<file path="src/rtl/simplerisc_pkg.sv">
// rtl/simplerisc_pkg.sv - shared widths, opcodes and fetch-state encoding for the SimpleRisc core
package simplerisc_pkg;

    localparam int PC_W_DEF    = 32;
    localparam int INSTR_W_DEF = 32;
    localparam int OPCODE_W    = 5;

    localparam logic [OPCODE_W-1:0] OP_ADD  = 5'd0;
    localparam logic [OPCODE_W-1:0] OP_SUB  = 5'd1;
    localparam logic [OPCODE_W-1:0] OP_MUL  = 5'd2;
    localparam logic [OPCODE_W-1:0] OP_DIV  = 5'd3;
    localparam logic [OPCODE_W-1:0] OP_MOD  = 5'd4;
    localparam logic [OPCODE_W-1:0] OP_CMP  = 5'd5;
    localparam logic [OPCODE_W-1:0] OP_AND  = 5'd6;
    localparam logic [OPCODE_W-1:0] OP_OR   = 5'd7;
    localparam logic [OPCODE_W-1:0] OP_NOT  = 5'd8;
    localparam logic [OPCODE_W-1:0] OP_MOV  = 5'd9;
    localparam logic [OPCODE_W-1:0] OP_LSL  = 5'd10;
    localparam logic [OPCODE_W-1:0] OP_LSR  = 5'd11;
    localparam logic [OPCODE_W-1:0] OP_ASR  = 5'd12;
    localparam logic [OPCODE_W-1:0] OP_NOP  = 5'd13;
    localparam logic [OPCODE_W-1:0] OP_LD   = 5'd14;
    localparam logic [OPCODE_W-1:0] OP_ST   = 5'd15;
    localparam logic [OPCODE_W-1:0] OP_BEQ  = 5'd16;
    localparam logic [OPCODE_W-1:0] OP_BGT  = 5'd17;
    localparam logic [OPCODE_W-1:0] OP_B    = 5'd18;
    localparam logic [OPCODE_W-1:0] OP_CALL = 5'd19;
    localparam logic [OPCODE_W-1:0] OP_RET  = 5'd20;

    typedef logic [1:0] fetch_state_t;

    localparam fetch_state_t IDLE    = 2'd0;
    localparam fetch_state_t BUSY    = 2'd1;
    localparam fetch_state_t DISCARD = 2'd2;

    typedef struct packed {
        logic [PC_W_DEF-1:0]    pc;
        logic [INSTR_W_DEF-1:0] instr;
    } fetch_pair_t;

    function automatic logic [OPCODE_W-1:0] opcode_of(input logic [INSTR_W_DEF-1:0] instr);
        return instr[INSTR_W_DEF-1 -: OPCODE_W];
    endfunction

    // Instructions that EX may turn into a redirect of the fetch stream.
    function automatic logic is_flow_op(input logic [OPCODE_W-1:0] op);
        return (op == OP_BEQ) || (op == OP_BGT) || (op == OP_B) ||
               (op == OP_CALL) || (op == OP_RET);
    endfunction

endpackage

</file>
<file path="src/rtl/simplerisc_fetch_fifo.sv">
// rtl/simplerisc_fetch_fifo.sv - prefetch FIFO of {pc, instr} pairs with priority clear
module simplerisc_fetch_fifo #(
    parameter int DEPTH   = 4,
    parameter int PC_W    = 32,
    parameter int INSTR_W = 32
) (
    input  logic                       clk_i,
    input  logic                       rst_ni,
    input  logic                       clear_i,
    input  logic                       push_i,
    input  logic [PC_W-1:0]            push_pc_i,
    input  logic [INSTR_W-1:0]         push_instr_i,
    input  logic                       pop_i,
    output logic [$clog2(DEPTH):0]     count_o,
    output logic                       empty_o,
    output logic [PC_W-1:0]            head_pc_o,
    output logic [INSTR_W-1:0]         head_instr_o
);

    localparam int AW = $clog2(DEPTH);
    localparam int CW = AW + 1;
    localparam logic [CW-1:0] FULL_CNT = CW'(DEPTH);

    logic [PC_W-1:0]    pc_mem    [DEPTH];
    logic [INSTR_W-1:0] instr_mem [DEPTH];

    logic [AW-1:0] wr_ptr_q, rd_ptr_q;
    logic [CW-1:0] count_q;
    logic          empty, full, do_push, do_pop;

    assign empty   = (count_q == '0);
    assign full    = (count_q == FULL_CNT);
    assign do_pop  = pop_i & ~empty;
    assign do_push = push_i & ~full;

    always_ff @(posedge clk_i or negedge rst_ni) begin
        if (!rst_ni) begin
            wr_ptr_q <= '0;
            rd_ptr_q <= '0;
            count_q  <= '0;
        end else if (clear_i) begin
            wr_ptr_q <= '0;
            rd_ptr_q <= '0;
            count_q  <= '0;
        end else begin
            if (do_push) begin
                wr_ptr_q <= wr_ptr_q + 1'b1;
            end
            if (do_pop) begin
                rd_ptr_q <= rd_ptr_q + 1'b1;
            end
            case ({do_push, do_pop})
                2'b10:   count_q <= count_q + 1'b1;
                2'b01:   count_q <= count_q - 1'b1;
                default: count_q <= count_q;
            endcase
        end
    end

    // Storage needs no reset: an entry is only visible once count covers it.
    always_ff @(posedge clk_i) begin
        if (do_push && !clear_i) begin
            pc_mem[wr_ptr_q]    <= push_pc_i;
            instr_mem[wr_ptr_q] <= push_instr_i;
        end
    end

    assign count_o      = count_q;
    assign empty_o      = empty;
    assign head_pc_o    = empty ? '0 : pc_mem[rd_ptr_q];
    assign head_instr_o = empty ? '0 : instr_mem[rd_ptr_q];

endmodule

</file>
<file path="src/rtl/simplerisc_fetch_unit.sv">
// rtl/simplerisc_fetch_unit.sv - SimpleRisc instruction fetch front-end with prefetch FIFO and redirect
module simplerisc_fetch_unit
    import simplerisc_pkg::*;
#(
    parameter int              PC_W     = PC_W_DEF,
    parameter int              INSTR_W  = INSTR_W_DEF,
    parameter int              DEPTH    = 4,
    parameter logic [PC_W-1:0] RESET_PC = '0
) (
    input  logic               clk1,
    input  logic               rst_n,
    output logic               imem_req,
    output logic [PC_W-1:0]    imem_addr,
    input  logic               imem_ack,
    input  logic [INSTR_W-1:0] imem_rdata,
    input  logic               redirect_valid,
    input  logic [PC_W-1:0]    redirect_pc,
    output logic               of_valid,
    input  logic               of_ready,
    output logic [PC_W-1:0]    of_pc,
    output logic [INSTR_W-1:0] of_instr
);

    localparam int AW = $clog2(DEPTH);
    localparam int CW = AW + 1;
    localparam logic [CW-1:0] DEPTH_CNT = CW'(DEPTH);

    fetch_state_t    state_q, state_d;
    logic            req_q, req_d;
    logic [PC_W-1:0] addr_q, addr_d;
    logic [PC_W-1:0] fetch_pc_q, fetch_pc_d;

    logic            ack_v, can_issue, push, pop, empty;
    logic [CW-1:0]   count;

    // An ack is only meaningful against a request we are actually holding.
    assign ack_v     = imem_ack & req_q;
    assign can_issue = ~redirect_valid & (count < DEPTH_CNT);

    always_ff @(posedge clk1 or negedge rst_n) begin
        if (!rst_n) begin
            state_q <= IDLE;
        end else begin
            state_q <= state_d;
        end
    end

    always_comb begin
        state_d = state_q;
        case (state_q)
            IDLE: begin
                if (can_issue) begin
                    state_d = BUSY;
                end
            end
            BUSY: begin
                if (ack_v) begin
                    state_d = IDLE;
                end else if (redirect_valid) begin
                    state_d = DISCARD;
                end
            end
            DISCARD: begin
                if (ack_v) begin
                    state_d = IDLE;
                end
            end
            default: state_d = IDLE;
        endcase
    end

    always_comb begin
        req_d      = req_q;
        addr_d     = addr_q;
        fetch_pc_d = fetch_pc_q;
        push       = 1'b0;
        case (state_q)
            IDLE: begin
                if (can_issue) begin
                    req_d  = 1'b1;
                    addr_d = fetch_pc_q;
                end
            end
            BUSY: begin
                if (ack_v) begin
                    req_d = 1'b0;
                    if (!redirect_valid) begin
                        push       = 1'b1;
                        fetch_pc_d = addr_q + 1'b1;
                    end
                end
            end
            DISCARD: begin
                if (ack_v) begin
                    req_d = 1'b0;
                end
            end
            default: req_d = 1'b0;
        endcase
        if (redirect_valid) begin
            fetch_pc_d = redirect_pc;
        end
    end

    always_ff @(posedge clk1 or negedge rst_n) begin
        if (!rst_n) begin
            req_q      <= 1'b0;
            addr_q     <= RESET_PC;
            fetch_pc_q <= RESET_PC;
        end else begin
            req_q      <= req_d;
            addr_q     <= addr_d;
            fetch_pc_q <= fetch_pc_d;
        end
    end

    // Masking with redirect keeps OF from consuming an entry that is being flushed.
    assign of_valid = ~empty & ~redirect_valid;
    assign pop      = of_valid & of_ready;

    simplerisc_fetch_fifo #(
        .DEPTH   (DEPTH),
        .PC_W    (PC_W),
        .INSTR_W (INSTR_W)
    ) u_fifo (
        .clk_i        (clk1),
        .rst_ni       (rst_n),
        .clear_i      (redirect_valid),
        .push_i       (push),
        .push_pc_i    (addr_q),
        .push_instr_i (imem_rdata),
        .pop_i        (pop),
        .count_o      (count),
        .empty_o      (empty),
        .head_pc_o    (of_pc),
        .head_instr_o (of_instr)
    );

    assign imem_req  = req_q;
    assign imem_addr = addr_q;

endmodule

</file>
<file path="config.mk">
export PLATFORM = sky130hd
export DESIGN_NAME = simplerisc_fetch_unit
export DESIGN_NICKNAME = d
export VERILOG_FILES = /design/src/rtl/simplerisc_pkg.sv /design/src/rtl/simplerisc_fetch_fifo.sv /design/src/rtl/simplerisc_fetch_unit.sv
export SDC_FILE = /design/constraint.sdc
export NUM_CORES = 1
export LEC_CHECK = 0
export ABC_AREA = 1
export BUFFER_PORTS_ARGS = -buffer_cell sky130_fd_sc_hd__buf_2
export CAP_MARGIN = 20
export CORE_UTILIZATION = 50
export CTS_CLUSTER_DIAMETER = 100
export CTS_CLUSTER_SIZE = 14
export DETAILED_ROUTE_END_ITERATION = 10
export PLACE_DENSITY_LB_ADDON = 0.3
export SKIP_CTS_REPAIR_TIMING = 1
export SLEW_MARGIN = 30
export SYNTH_ARGS = -nofsm -noshare
export SYNTH_HDL_FRONTEND = slang
export SYNTH_SLANG_ARGS = --single-unit
</file>
<file path="constraint.sdc">
create_clock -name clk1 -period 4.38 [get_ports clk1]
set_input_delay 0 -clock clk1 [delete_from_list [all_inputs] [get_ports clk1]]
set_output_delay 0 -clock clk1 [all_outputs]
set_load 0.1 [all_outputs]
</file>
## After elaboration in Yosys (flattened, before gate mapping)

Memory sizes are Yosys's and may differ from the RTL's.
Index checks and enable logic that the tools add are counted.

- Flip-flop bits (word level): 74
- Memory bits (writable): 256
- Output and inout port bits: 98
- Logic and storage cells: 71
- Memories kept: 2

Memories:

| memory | words | bits a word | rd ports | clocked after Yosys merged registers in | write ports | RTL line | text |
|---|---|---|---|---|---|---|---|
| u_fifo.instr_mem | 4 | 32 | 1 | 0 | 1 | simplerisc_fetch_fifo.sv:25 | `logic [INSTR_W-1:0] instr_mem [DEPTH];` |
| u_fifo.pc_mem | 4 | 32 | 1 | 0 | 1 | simplerisc_fetch_fifo.sv:24 | `logic [PC_W-1:0] pc_mem [DEPTH];` |

- Add/sub/neg operators: 5
- Magnitude comparators: 1
- Equal/unequal tests: 9
- Muxes and demuxes: 24
- Bitwise operators: 9
- Reductions and logical operators: 14

Operators by type and width:

| operator | number |
|---|---|
| two-way mux 32 bit | 5 |
| adder 32 x 1 -> 32 bit, second input constant | 1 |
| two-way mux 2 bit | 8 |
| nonzero test 2 bit | 4 |
| two-way mux 1 bit | 7 |
| bitwise AND 1 bit | 6 |
| case mux 2 bit (3 select lines) | 1 |
| case mux 3 bit (2 select lines) | 1 |
| AND reduction 2 bit | 3 |
| adder 2 x 1 -> 2 bit, second input constant | 2 |
| equality test 2 x 1 -> 1 bit, second input constant | 2 |
| equality test 2 bit, second input constant | 2 |
| != test 2 bit, second input constant | 2 |
| adder 3 x 1 -> 3 bit, second input constant | 1 |
| equality test 3 bit, second input constant | 1 |
| zero test 3 bit | 1 |
| < comparator 3 bit, second input constant | 1 |
| two-way mux 3 bit | 1 |
| != test 3 bit, second input constant | 1 |
| NOT 1 bit | 3 |
| AND reduction 3 bit | 1 |
| nonzero test 3 bit | 1 |
| subtractor 3 x 1 -> 3 bit, second input constant | 1 |
| zero test 2 bit | 1 |
| 5 further kinds | 5 |

## Depth between registers and ports, before layout

- Word-level depth: 8
- Mapped depth: 14
- Gate-level depth less buffers: 14

## Cells and area by module

Synthesis repeated with hierarchy kept, for this count alone.

- Cells, all modules: 1,314
- Area, all modules: 14,103.5 um^2

Modules (own cells, without submodules):

| module | instances | cells an instance | area each (um^2) | sequential area each (um^2) |
|---|---|---|---|---|
| simplerisc_fetch_fifo | 1 | 822 | 10,367.4 | 7,862.5 |
| simplerisc_fetch_unit | 1 | 492 | 3,736.1 | 1,676.6 |

## Worst setup path after synthesis

Ideal clock, no wire load.

- Path kind: reg-to-reg
- Start: reg req_q, in the netlist imem_req
- End: mem u_fifo.instr_mem[0][0] (enable)
- Setup time: 0.486 ns
- Arrival time: 4.274 ns
- Required time: 3.894 ns
- Setup slack: -0.380 ns
- Cell stages (with the launch flop): 7
- Buffers on the path: 0
- Period minus slack after synthesis: 4.760 ns
- Cell sequence: dfrtp_1 -> nand2_1 -> inv_1 -> nand2_2 -> nor2_4 -> inv_2 -> nor2_1

- Longest elaborated chain between the ends: 7

Ends and longest elaborated chain:

| element | RTL line | text |
|---|---|---|
| from (decl) | simplerisc_fetch_unit.sv:29 | `logic req_q, req_d;` |
| from (signal assigned) | simplerisc_fetch_unit.sv:111 | `req_q <= req_d;` |
| bitwise AND 1 bit | simplerisc_fetch_unit.sv:37 | `assign ack_v = imem_ack & req_q;` |
| two-way mux 1 bit | simplerisc_fetch_unit.sv:85 | `if (ack_v) begin` |
| two-way mux 1 bit | simplerisc_fetch_unit.sv:77 | `case (state_q)` |
| bitwise AND 1 bit | simplerisc_fetch_fifo.sv:34 | `assign do_push = push_i & ~full;` |
| logical AND 1 bit | simplerisc_fetch_fifo.sv:62 | `if (do_push && !clear_i) begin` |
| two-way mux 1 bit | simplerisc_fetch_fifo.sv:62 |  |
| two-way mux 1 bit (implied by the code) | simplerisc_fetch_fifo.sv:64 | `instr_mem[wr_ptr_q] <= push_instr_i;` |
| to (decl) | simplerisc_fetch_fifo.sv:25 |  |

No other way between the ends.

## Final worst setup path

- Start: reg u_fifo.rd_ptr_q[0]
- End: out of_pc[16]

- Longest elaborated chain between the ends: 2

Ends and longest elaborated chain:

| element | RTL line | text |
|---|---|---|
| from (decl) | simplerisc_fetch_fifo.sv:27 | `logic [AW-1:0] wr_ptr_q, rd_ptr_q;` |
| from (signal assigned) | simplerisc_fetch_fifo.sv:50 | `rd_ptr_q <= rd_ptr_q + 1'b1;` |
| memory (4 x 32 bit) | n/a |  |
| two-way mux 32 bit | simplerisc_fetch_fifo.sv:70 | `assign head_pc_o = empty ? '0 : pc_mem[rd_ptr_q];` |
| to (decl) | simplerisc_fetch_unit.sv:20 | `output logic [PC_W-1:0] of_pc,` |

No other way between the ends.

==> results.md <==
* Status: finished with violations
* Violated checks: negative hold slack
* Count of distinct cell types in the synthesized netlist at 37
* Ant diodes at 0
* Crit path capture type: output pin
* I/O Pins at 167
* Worst Path Required at roughly 4.4 ns
* Cell type with the largest total area after synthesis: edfxtp_1
* Ordered cell list for the critical path: clkinv_2, buf_4, o21ai_0, a21oi_1, buf_2
* Cell area after technology mapping at between 0.01 and 0.015 mm2
* Pre-CTS WS at between 1.5 and 2 ns
* RSZ-0062 raised after global routing: no
* Number of enable flip-flop cells after synthesis at between 200 and 300
* WP data arrival at approximately 3.2 ns
* Clock tree from TritonCTS: done
* Max Clk Rate at 0.315 GHz
* Power Dens Cells at 652 mW/mm2
* Transition time at the pin with the least slew margin at 0.927 ns
* DR vias/cell at ~5.3
* Clock Sinks at 330
* Slack of the worst reg-to-reg path at roughly 1.9 ns
* Remaining Overflow, GRT at 0
* Reported leakage power at around 6.6 nW
* Maxcap violations at 0
* Die Height at roughly 170 um
* Remaining antenna violation count after routing at 0
* Starting Density at approximately half
* Most used flip-flop cell after synthesis: edfxtp_1
* Core footprint at between 0.02 and 0.03 mm2
* Rel. slew slack at a little under two fifths
* Std cell rows at just over 60
* Async SR Flop Fraction at roughly 22%
* Top cell type's share of synthesized area at a little over half
* Synth warn at 0
* Global-route wire length before repair at roughly 51 mm
* Most common cell in the netlist: nor2_1
* Clock latency reported for the late side of the worst-skew pair at 0.55 ns
* Worst reg2reg endpoint: u_fifo.instr_mem[2][5]
* Clock transition time at the flip-flop clock pins of the worst setup and hold paths at 0.07 ns
* Antenna violations before repair at 0
* Period Utilization, post-route at between 70 and 80%
* Crit path max fanout at 58
* Clock root buffer master: clkbuf_16
* Number of buffers created by CTS at 27
* Critical path startpoint category: register
* Start of the worst register-to-register path: state_q[1]
* Post-synthesis cell count at 1,349
* Hpwl dp at around 20 mm
* Die span in x at 170 um
* Placer's final routability congestion estimate at about 0.92
* Least setup slack across all paths after layout at between 1 and 1.5 ns
* DIE AREA at 0.0290 mm2
* Layout Nets at 1,641
* Delay of the slowest critical-path stage at approximately 0.58 ns
* Final number of setup-violating endpoints at 0
* Min-delay worst type: input pin to asynchronous set/reset pin
* Pin count of the biggest net entering global routing at approximately 110
* Total negative setup slack at 0 ns
* Worst setup path class: register to output pin
* Number of DRC markers after the initial detailed-route iteration at 891
* Vias in the first global route at ~9.5k
* Setup clock skew after layout at 0.0132 ns
* H-tree levels at 1
* DRC violations left at 0
* Maximum number of buffers from clock root to sink at 3
* Vias post-DR at ~10k
* Shortest period the worst path allows at 3.17 ns
* R2r worst-path depth at 9
* Share of post-route cells with drive strength above 1 at 16.7%
* Main area contributors after synthesis: edfxtp_1 54%, dfrtp_1 13%, nor2_1 8.8%
* Average cell area after synthesis at about 10 um2
* Filler cells at ~2.3k
* All-layer global routing usage at 22.7%
* Area growth from synthesis to layout at 19.0%
* Net count after synthesis at approximately 1.4k
* Final Hold Slack at -0.0435 ns
* Total power after layout at ~0.011 W
* Max-slew violation total from the final report at 0
* Final Util at 60.5%
* Number of failing hold endpoints at the final stage at 22
* DR pass1 iterations at 5
* Wirelength per Cell at ~17 um
* Library cell contributing the largest single delay on the critical path: dfrtp_4
* Post-synthesis sequential area ratio at about two thirds
* Flop and latch count out of synthesis at 330
* Aggregate routed wire length at 33.5 mm
* Count of input and output buffers at around 170
* Peak supply drop at slightly above 600 uV
* Top post-synthesis cells by count: 332 x nor2_1, 256 x edfxtp_1, 194 x nand2_1, 170 x o21ai_0, 84 x a21oi_1
sequential cells by signal, indices dropped and copies added, names as in the netlist:
| register | flops |
|---|---|
| fetch_pc_q | 32 |
| imem_addr | 32 |
| imem_req | 1 |
| state_q | 2 |
| u_fifo.count_o | 3 |
| u_fifo.instr_mem | 128 |
| u_fifo.pc_mem | 128 |
| u_fifo.rd_ptr_q | 2 |
| u_fifo.wr_ptr_q | 2 |
cell type report:
cell class / count / area, um2 / area share (%)
Clock buffer: 47 / 751 / 4.46
Clock inverter: 2 / 28.8 / 0.171
Inverter: 71 / 268 / 1.59
Multi-Input combinational cell: 885 / 4080 / 24.3
Sequential cell: 330 / 9540 / 56.7
Tap cell: 378 / 473 / 2.81
Timing Repair Buffer: 248 / 1670 / 9.95
critical path: cells and delay by family, from the launching register on:
kind                   cells  cell delay [ns]
buffers and inverters      3             1.50
flip-flops                 1             0.58
AO/OA/AOI/OAI              2             0.51
through the flow:
stage                     instance area (um2)  instances
after floorplan                         14100       1349
after global placement                  15300       1843
after detailed placement                15300       1843
after CTS                               16100       1892
after global routing                    16800       1961
final                                   16800       1961
worst max path at each step:
stage,slack (ns),startpoint,end
after floorplan,-0.38,imem_req,u_fifo.instr_mem[0][0]
after global placement,1.71,state_q[1],u_fifo.pc_mem[0][7]
after detailed placement,1.64,state_q[1],u_fifo.pc_mem[0][6]
after CTS,1.23,u_fifo.rd_ptr_q[0],of_pc[12]
after global routing,1.07,u_fifo.rd_ptr_q[0],of_pc[16]
final,1.21,u_fifo.rd_ptr_q[0],of_pc[16]
cell usage in the layout, fill, tap and decap left out, drive strengths merged, types with 8 or more instances in the layout:
| cell | synthesis | layout |
|---|---|---|
| nor2 | 347 | 347 |
| edfxtp | 256 | 256 |
| ha | 8 | 8 |
| dlygate4sd3 | 0 | 67 |
| nand2 | 203 | 203 |
| buf | 33 | 181 |
| o21ai | 171 | 171 |
| clkbuf | 30 | 47 |
| nand3 | 37 | 37 |
| inv | 70 | 70 |
| a21oi | 85 | 85 |
| dfrtp | 74 | 74 |
layer usage:
metal	up-vias	share of wire [%]	GRT usage [%]
met3	47	6.1	2.67
met4	0	2.0	5.60
li1	4983	-	-
met5	-	0	0
met2	389	48	37.7
met1	4951	44	32.0
power breakdown:
group | internal [W] | switching, W
Clock | 0.00117 | 0.00105
Sequential | 0.00381 | 0.000524
Combinational | 0.000738 | 0.00368
cell families (layout without fill, tap and decap cells):
| group | count (synthesis) | count (layout) | share of synthesized area [%] |
|---|---|---|---|
| fa+ha+maj | 9 | 9 | 0.850 |
| simple gates | 594 | 594 | 17.1 |
| xor+xnor | 6 | 6 | 0.372 |
| mux | 6 | 6 | 0.478 |
| compound gates | 270 | 270 | 9.83 |
| buf+inv | 134 | 368 | 3.88 |
| flops | 330 | 330 | 67.5 |
Power figures use the tool's default switching activity.
